$ cat src/rtl/power_iter_ctrl.sv
// Iteration controller: resets the vector register, then repeatedly launches the
// MVM and loads its result until convergence, the iteration limit, or a watchdog expiry.
module power_iter_ctrl #(
    parameter int ELEM_WIDTH = 4,
    parameter int ITER_WIDTH = 8,
    parameter int TIMEOUT    = 15
) (
    input  logic                    clk,
    input  logic                    reset,
    input  logic                    start,
    input  logic [ITER_WIDTH-1:0]   max_iter,
    input  logic [4*ELEM_WIDTH-1:0] vec_cur,
    input  logic [4*ELEM_WIDTH-1:0] mvm_result,
    input  logic                    mvm_done,
    output logic                    mvm_start,
    output logic                    vec_reg_reset,
    output logic                    vec_load,
    output logic [ITER_WIDTH-1:0]   iter_count,
    output logic                    busy,
    output logic                    done,
    output logic                    converged,
    output logic                    timeout_err
);

    localparam int WD_WIDTH = $clog2(TIMEOUT + 1);

    typedef enum logic [2:0] {IDLE, INIT, ISSUE, WAIT, FINISH} state_t;

    state_t                state;
    state_t                next_state;
    logic [ITER_WIDTH-1:0] limit;
    logic [WD_WIDTH-1:0]   wd_cnt;
    logic                  result_match;
    logic                  wd_expire;
    logic                  last_round;

    assign result_match = (mvm_result == vec_cur);
    // Expires on the TIMEOUT-th WAIT cycle that passes without an answer.
    assign wd_expire    = (wd_cnt == WD_WIDTH'(TIMEOUT - 1));
    assign last_round   = ((iter_count + ITER_WIDTH'(1)) == limit);

    always_ff @(posedge clk or negedge reset) begin
        if (!reset) begin
            state <= IDLE;
        end else begin
            state <= next_state;
        end
    end

    always_comb begin
        next_state = state;
        case (state)
            IDLE:    if (start) next_state = INIT;
            INIT:    next_state = (limit == '0) ? FINISH : ISSUE;
            ISSUE:   next_state = WAIT;
            WAIT: begin
                if (mvm_done) begin
                    next_state = (result_match || last_round) ? FINISH : ISSUE;
                end else if (wd_expire) begin
                    next_state = FINISH;
                end
            end
            FINISH:  next_state = IDLE;
            default: next_state = IDLE;
        endcase
    end

    always_comb begin
        mvm_start     = (state == ISSUE);
        vec_reg_reset = (state == INIT);
        done          = (state == FINISH);
        busy          = (state != IDLE);
        vec_load      = (state == WAIT) && mvm_done;
    end

    // Run bookkeeping; results stay visible in IDLE until the next accepted start.
    always_ff @(posedge clk or negedge reset) begin
        if (!reset) begin
            limit       <= '0;
            iter_count  <= '0;
            converged   <= 1'b0;
            timeout_err <= 1'b0;
            wd_cnt      <= '0;
        end else begin
            case (state)
                IDLE: begin
                    if (start) begin
                        limit       <= max_iter;
                        iter_count  <= '0;
                        converged   <= 1'b0;
                        timeout_err <= 1'b0;
                    end
                end
                ISSUE: wd_cnt <= '0;
                WAIT: begin
                    if (mvm_done) begin
                        iter_count <= iter_count + ITER_WIDTH'(1);
                        if (result_match) converged <= 1'b1;
                    end else begin
                        wd_cnt <= wd_cnt + WD_WIDTH'(1);
                        if (wd_expire) timeout_err <= 1'b1;
                    end
                end
                default: ;
            endcase
        end
    end

endmodule
$ cat config.mk
export PLATFORM = sky130hd
export DESIGN_NAME = power_iter_ctrl
export DESIGN_NICKNAME = d
export VERILOG_FILES = /design/src/rtl/power_iter_ctrl.sv
export SDC_FILE = /design/constraint.sdc
export NUM_CORES = 1
export LEC_CHECK = 0
export CORE_ASPECT_RATIO = 1.25
export CORE_MARGIN = 1
export CORE_UTILIZATION = 39
export DETAILED_ROUTE_END_ITERATION = 16
export PLACE_DENSITY = 0.8
export SETUP_SLACK_MARGIN = 0.3
export SLEW_MARGIN = 20
export SYNTH_ARGS = -nofsm -noshare
export SYNTH_HDL_FRONTEND = slang
export SYNTH_SLANG_ARGS = --single-unit
$ cat constraint.sdc
create_clock -name clk -period 2.1 [get_ports clk]
set_clock_uncertainty 0.1 [all_clocks]
set_input_delay 0.315 -clock clk [delete_from_list [all_inputs] [get_ports clk]]
set_output_delay 0.315 -clock clk [all_outputs]
set_load 0.02 [all_outputs]
==> metrics.md <==
| Metric | Value |
|---|---|
| DRT Wirelength | `3.92 mm` |
| DIE WIDTH | `around 58 um` |
| Pwr/cell area | `roughly 970 nW/um^2` |
| Core area | `~3800 um^2` |
| Hold Path Class | `in2async` |
| Layout cells sized above 1 | `between 20% and 30%` |
| Worst EP required | `between 2000 and 2500 ps` |
| CTS tree | `built` |
| Detailed placement HPWL | `around 2.8 mm` |
| Initial antenna violation count | `0` |
| Clock power frac | `between 10% and 20%` |
| Worst Setup End Kind | `register` |
| Post-Synthesis Net Count | `199` |
| Multiplexer share of the synthesized area | `under 10%` |
| Clk Latency, worst-skew pair | `roughly 280 ps` |
| Synth Area per Inst | `approximately 10 um^2` |
| Maximum vdd drop | `0.000707 V` |
| Largest family of logic cells by synthesized area | `simple AND/OR/NAND/NOR gates` |
| Number of synthesized register bits | `25` |
| Die ar. | `4200 um^2` |
| CP Launch Type | `register` |
| CTS H-tree lvls | `1` |
| Crit path DAT | `between 1500 and 2000 ps` |
| Max Freq | `544 MHz` |
| Final Critical Period | `around 1800 ps` |
| Synth cell types | `45` |
| Cell Count Post-Placement | `around 270` |
| Gpl congestion | `about 0.86` |
| Max Slew Vio Count | `0` |
| FP Rows | `25` |
| Yosys top cell area share | `40.7%` |
| Sw frac | `between 30% and 40%` |
| Fin crit share | `about 88%` |
| First-pass GRT wire length | `between 6 and 7 mm` |
| Switching power | `between 0.9 and 1 mW` |
| Ys flop type | `dfrtp_1` |
| Root Buffer | `clkbuf_8` |
| CTS clock-pin slew for the worst setup and hold paths | `approximately 90 ps` |
| Worst-Margin Slew | `approximately 520 ps` |
| 1st-iter DRT viols | `31` |
| TritonCTS buffer count | `3` |
| Total global-route track usage | `about a fifth` |
| Synth Area in Compound Gates | `13.8%` |
| RSZ-0062 raised after global routing | `yes` |
| N_diodes | `0` |
| Post-Synth Simple-Gate Area | `17.2%` |
| Initial core utilization | `slightly above 40%` |
| Status | `finished, final reports clean` |
| Mapped Area | `approximately 1500 um^2` |
| Part of the power in registers | `37.1%` |
| Clock Path Buffers | `2` |
| Input/output buffers | `between 50 and 60` |
| Syn Inst Count | `roughly 150` |
| Overflow after GRT | `0` |
| Fin cells | `roughly 280` |
| DRT Pass-1 Iters | `4` |
| Hold WS | `292 ps` |
| Crit path max fanout | `6` |
| Die height | `slightly above 70 um` |
| Number of global-route vias before repair | `~1400` |
| Async set-reset flop share out of synthesis | `100%` |
| Vias per cell | `between 5 and 6` |
| Final Power | `approximately 2.3 mW` |
| Boundary Pins | `just under 60` |
| Max-Slew Margin vs Limit | `roughly two thirds` |
| Leak | `slightly above 1 nW` |
| Pin count of the biggest net entering global routing | `26` |
| Post-route ant nets | `0` |
| Sequential area share after synthesis | `about 40%` |
| Yosys Warn Count | `0` |
| DR WL/cell | `between 10 and 15 um` |
| Post-Synth XOR/XNOR Area | `between 10% and 20%` |
| Top post-synthesis cells by area | `dfrtp_1 41%, xnor2_1 11%, mux2_2 5.9%, nor2_1 2.9%, xnor3_1 2.9%` |
| Crit path kind | `reg2reg` |
| Max-Cap Viols | `0` |
| Final setup fails | `0` |
| Area Growth Syn to Fin | `57.2%` |
| Routed vias | `around 1500` |
| Number of synthesized flops with an enable pin | `0` |
| Synth area leader | `dfrtp_1` |
| Final Hold Vio Count | `0` |
| Internal power | `around 1.4 mW` |
| Clock sinks | `25` |
| Combinational share of power | `about half` |
| Final nets | `~280` |
| Synth Area in Adders | `approximately 2.4%` |
| Post-route DRC | `0` |
==> cells by family (layout without fill, tap and decap cells) <==
group / after synthesis / in the layout
AND/OR/NAND/NOR: 48 / 48
AO/OA/AOI/OAI: 31 / 31
XOR/XNOR: 27 / 27
flip-flops: 25 / 25
buffers and inverters: 10 / 85
multiplexers: 8 / 8
adder cells (fa/ha/maj): 3 / 3
==> cells in the mapped netlist (5+ instances only) <==
library cell  number
dfrtp_1           25
xnor2_1           20
nor2_1            12
mux2_2             8
nand2_1            8
o21ai_1            6
inv_1              5
nand3_1            5
nand4_1            5
o21ai_0            5
xor2_1             5
==> power groups by stage <==
stage	Clock, mW	Combinational [mW]	Sequential (mW)
floorplan	0	0.721	0.825
global placement	0	1.05	0.865
detailed placement	0	1.08	0.871
CTS	0.296	1.11	0.858
global route	0.307	1.29	0.896
finish	0.289	1.18	0.870
==> path summary, 6_finish.rpt <==
kind | startpoint | endpoint | slack [ps] | cells past startpoint
worst max-delay path | iter_count[0] | state[1] | 260 | 6
worst min-delay path | reset | limit[1] | 290 | 2
worst max register to register | iter_count[0] | state[1] | 260 | 6
worst min register to register | converged | converged | 410 | 2
max in group asynchronous | reset | iter_count[5] | 1330 | 2
min in group clk | converged | converged | 410 | 2
==> flip-flops by register name (all words and copies together), names as in the netlist <==
register,flops
converged,1
iter_count,8
limit,8
state,3
timeout_err,1
wd_cnt,4
==> critical path, stage by stage (launching register included) <==
cell,delay (ps)
dfrtp_2,480
ha_4,270
xnor2_1,220
o2111ai_2,200
a211oi_2,200
a211o_1,170
o311ai_1,80
==> metal layers <==
| layer | track usage, % | wire [um] |
|---|---|---|
| met4 | 11.1 | 127 |
| met5 | 0 | 0 |
| met1 | 17.6 | 1440 |
| met2 | 38.4 | 2060 |
| met3 | 3.39 | 302 |
==> cell type report <==
| type | instances | area [um^2] |
|---|---|---|
| clock buffer | 4 | 45.0 |
| fill | 308 | 1370 |
| inverter | 6 | 22.5 |
| multi-input combinational | 117 | 951 |
| sequential | 25 | 634 |
| tap | 54 | 67.6 |
| timing repair buffer | 75 | 698 |
==> metrics by stage <==
stage	setup TNS (ps)	util (%)	worst slack [ps]	area, um^2
6_report	0	63.9	260	2420
5_1_grt	0	63.9	169	2420
4_1_cts	0	61.5	177	2330
3_5_place_dp	-84.8	59.3	-84.8	2240
3_3_place_gp	-83.0	59.3	-83.0	2240
2_1_floorplan	0	-	302	1570
==> cells in the final DEF, fill, tap and decap left out, types with 2 or more instances in the layout <==
cell,synthesis,routed
inv_1,5,5
nand2_1,8,8
nor2_1,12,10
xnor2_1,20,20
clkbuf_2,0,2
dlygate4sd2_1,0,7
nand3_1,5,4
nand4_1,5,5
dfrtp_2,0,7
clkbuf_8,0,3
nor4_1,3,3
o21ai_1,6,7
xor2_1,5,4
xnor3_1,2,2
o41ai_1,3,2
mux2_2,8,8
o21ai_0,5,3
a21oi_1,3,3
buf_6,0,2
clkdlybuf4s50_1,0,48
dfrtp_1,25,18
ha_1,3,2
buf_4,1,15
a31oi_1,2,2
a211o_1,2,2
==> repair_timing <==
| item | 4_1_cts | 5_1_grt |
|---|---|---|
| endpoints found under the setup margin | 14 | 8 |
| pin swaps | 3 | 5 |
| gates cloned | 0 | 0 |
| hold buffers | 0 | 0 |
| setup buffers | 3 | 7 |
| resized for setup | 22 | 17 |
Note: power is estimated with default switching activity, not from simulation.
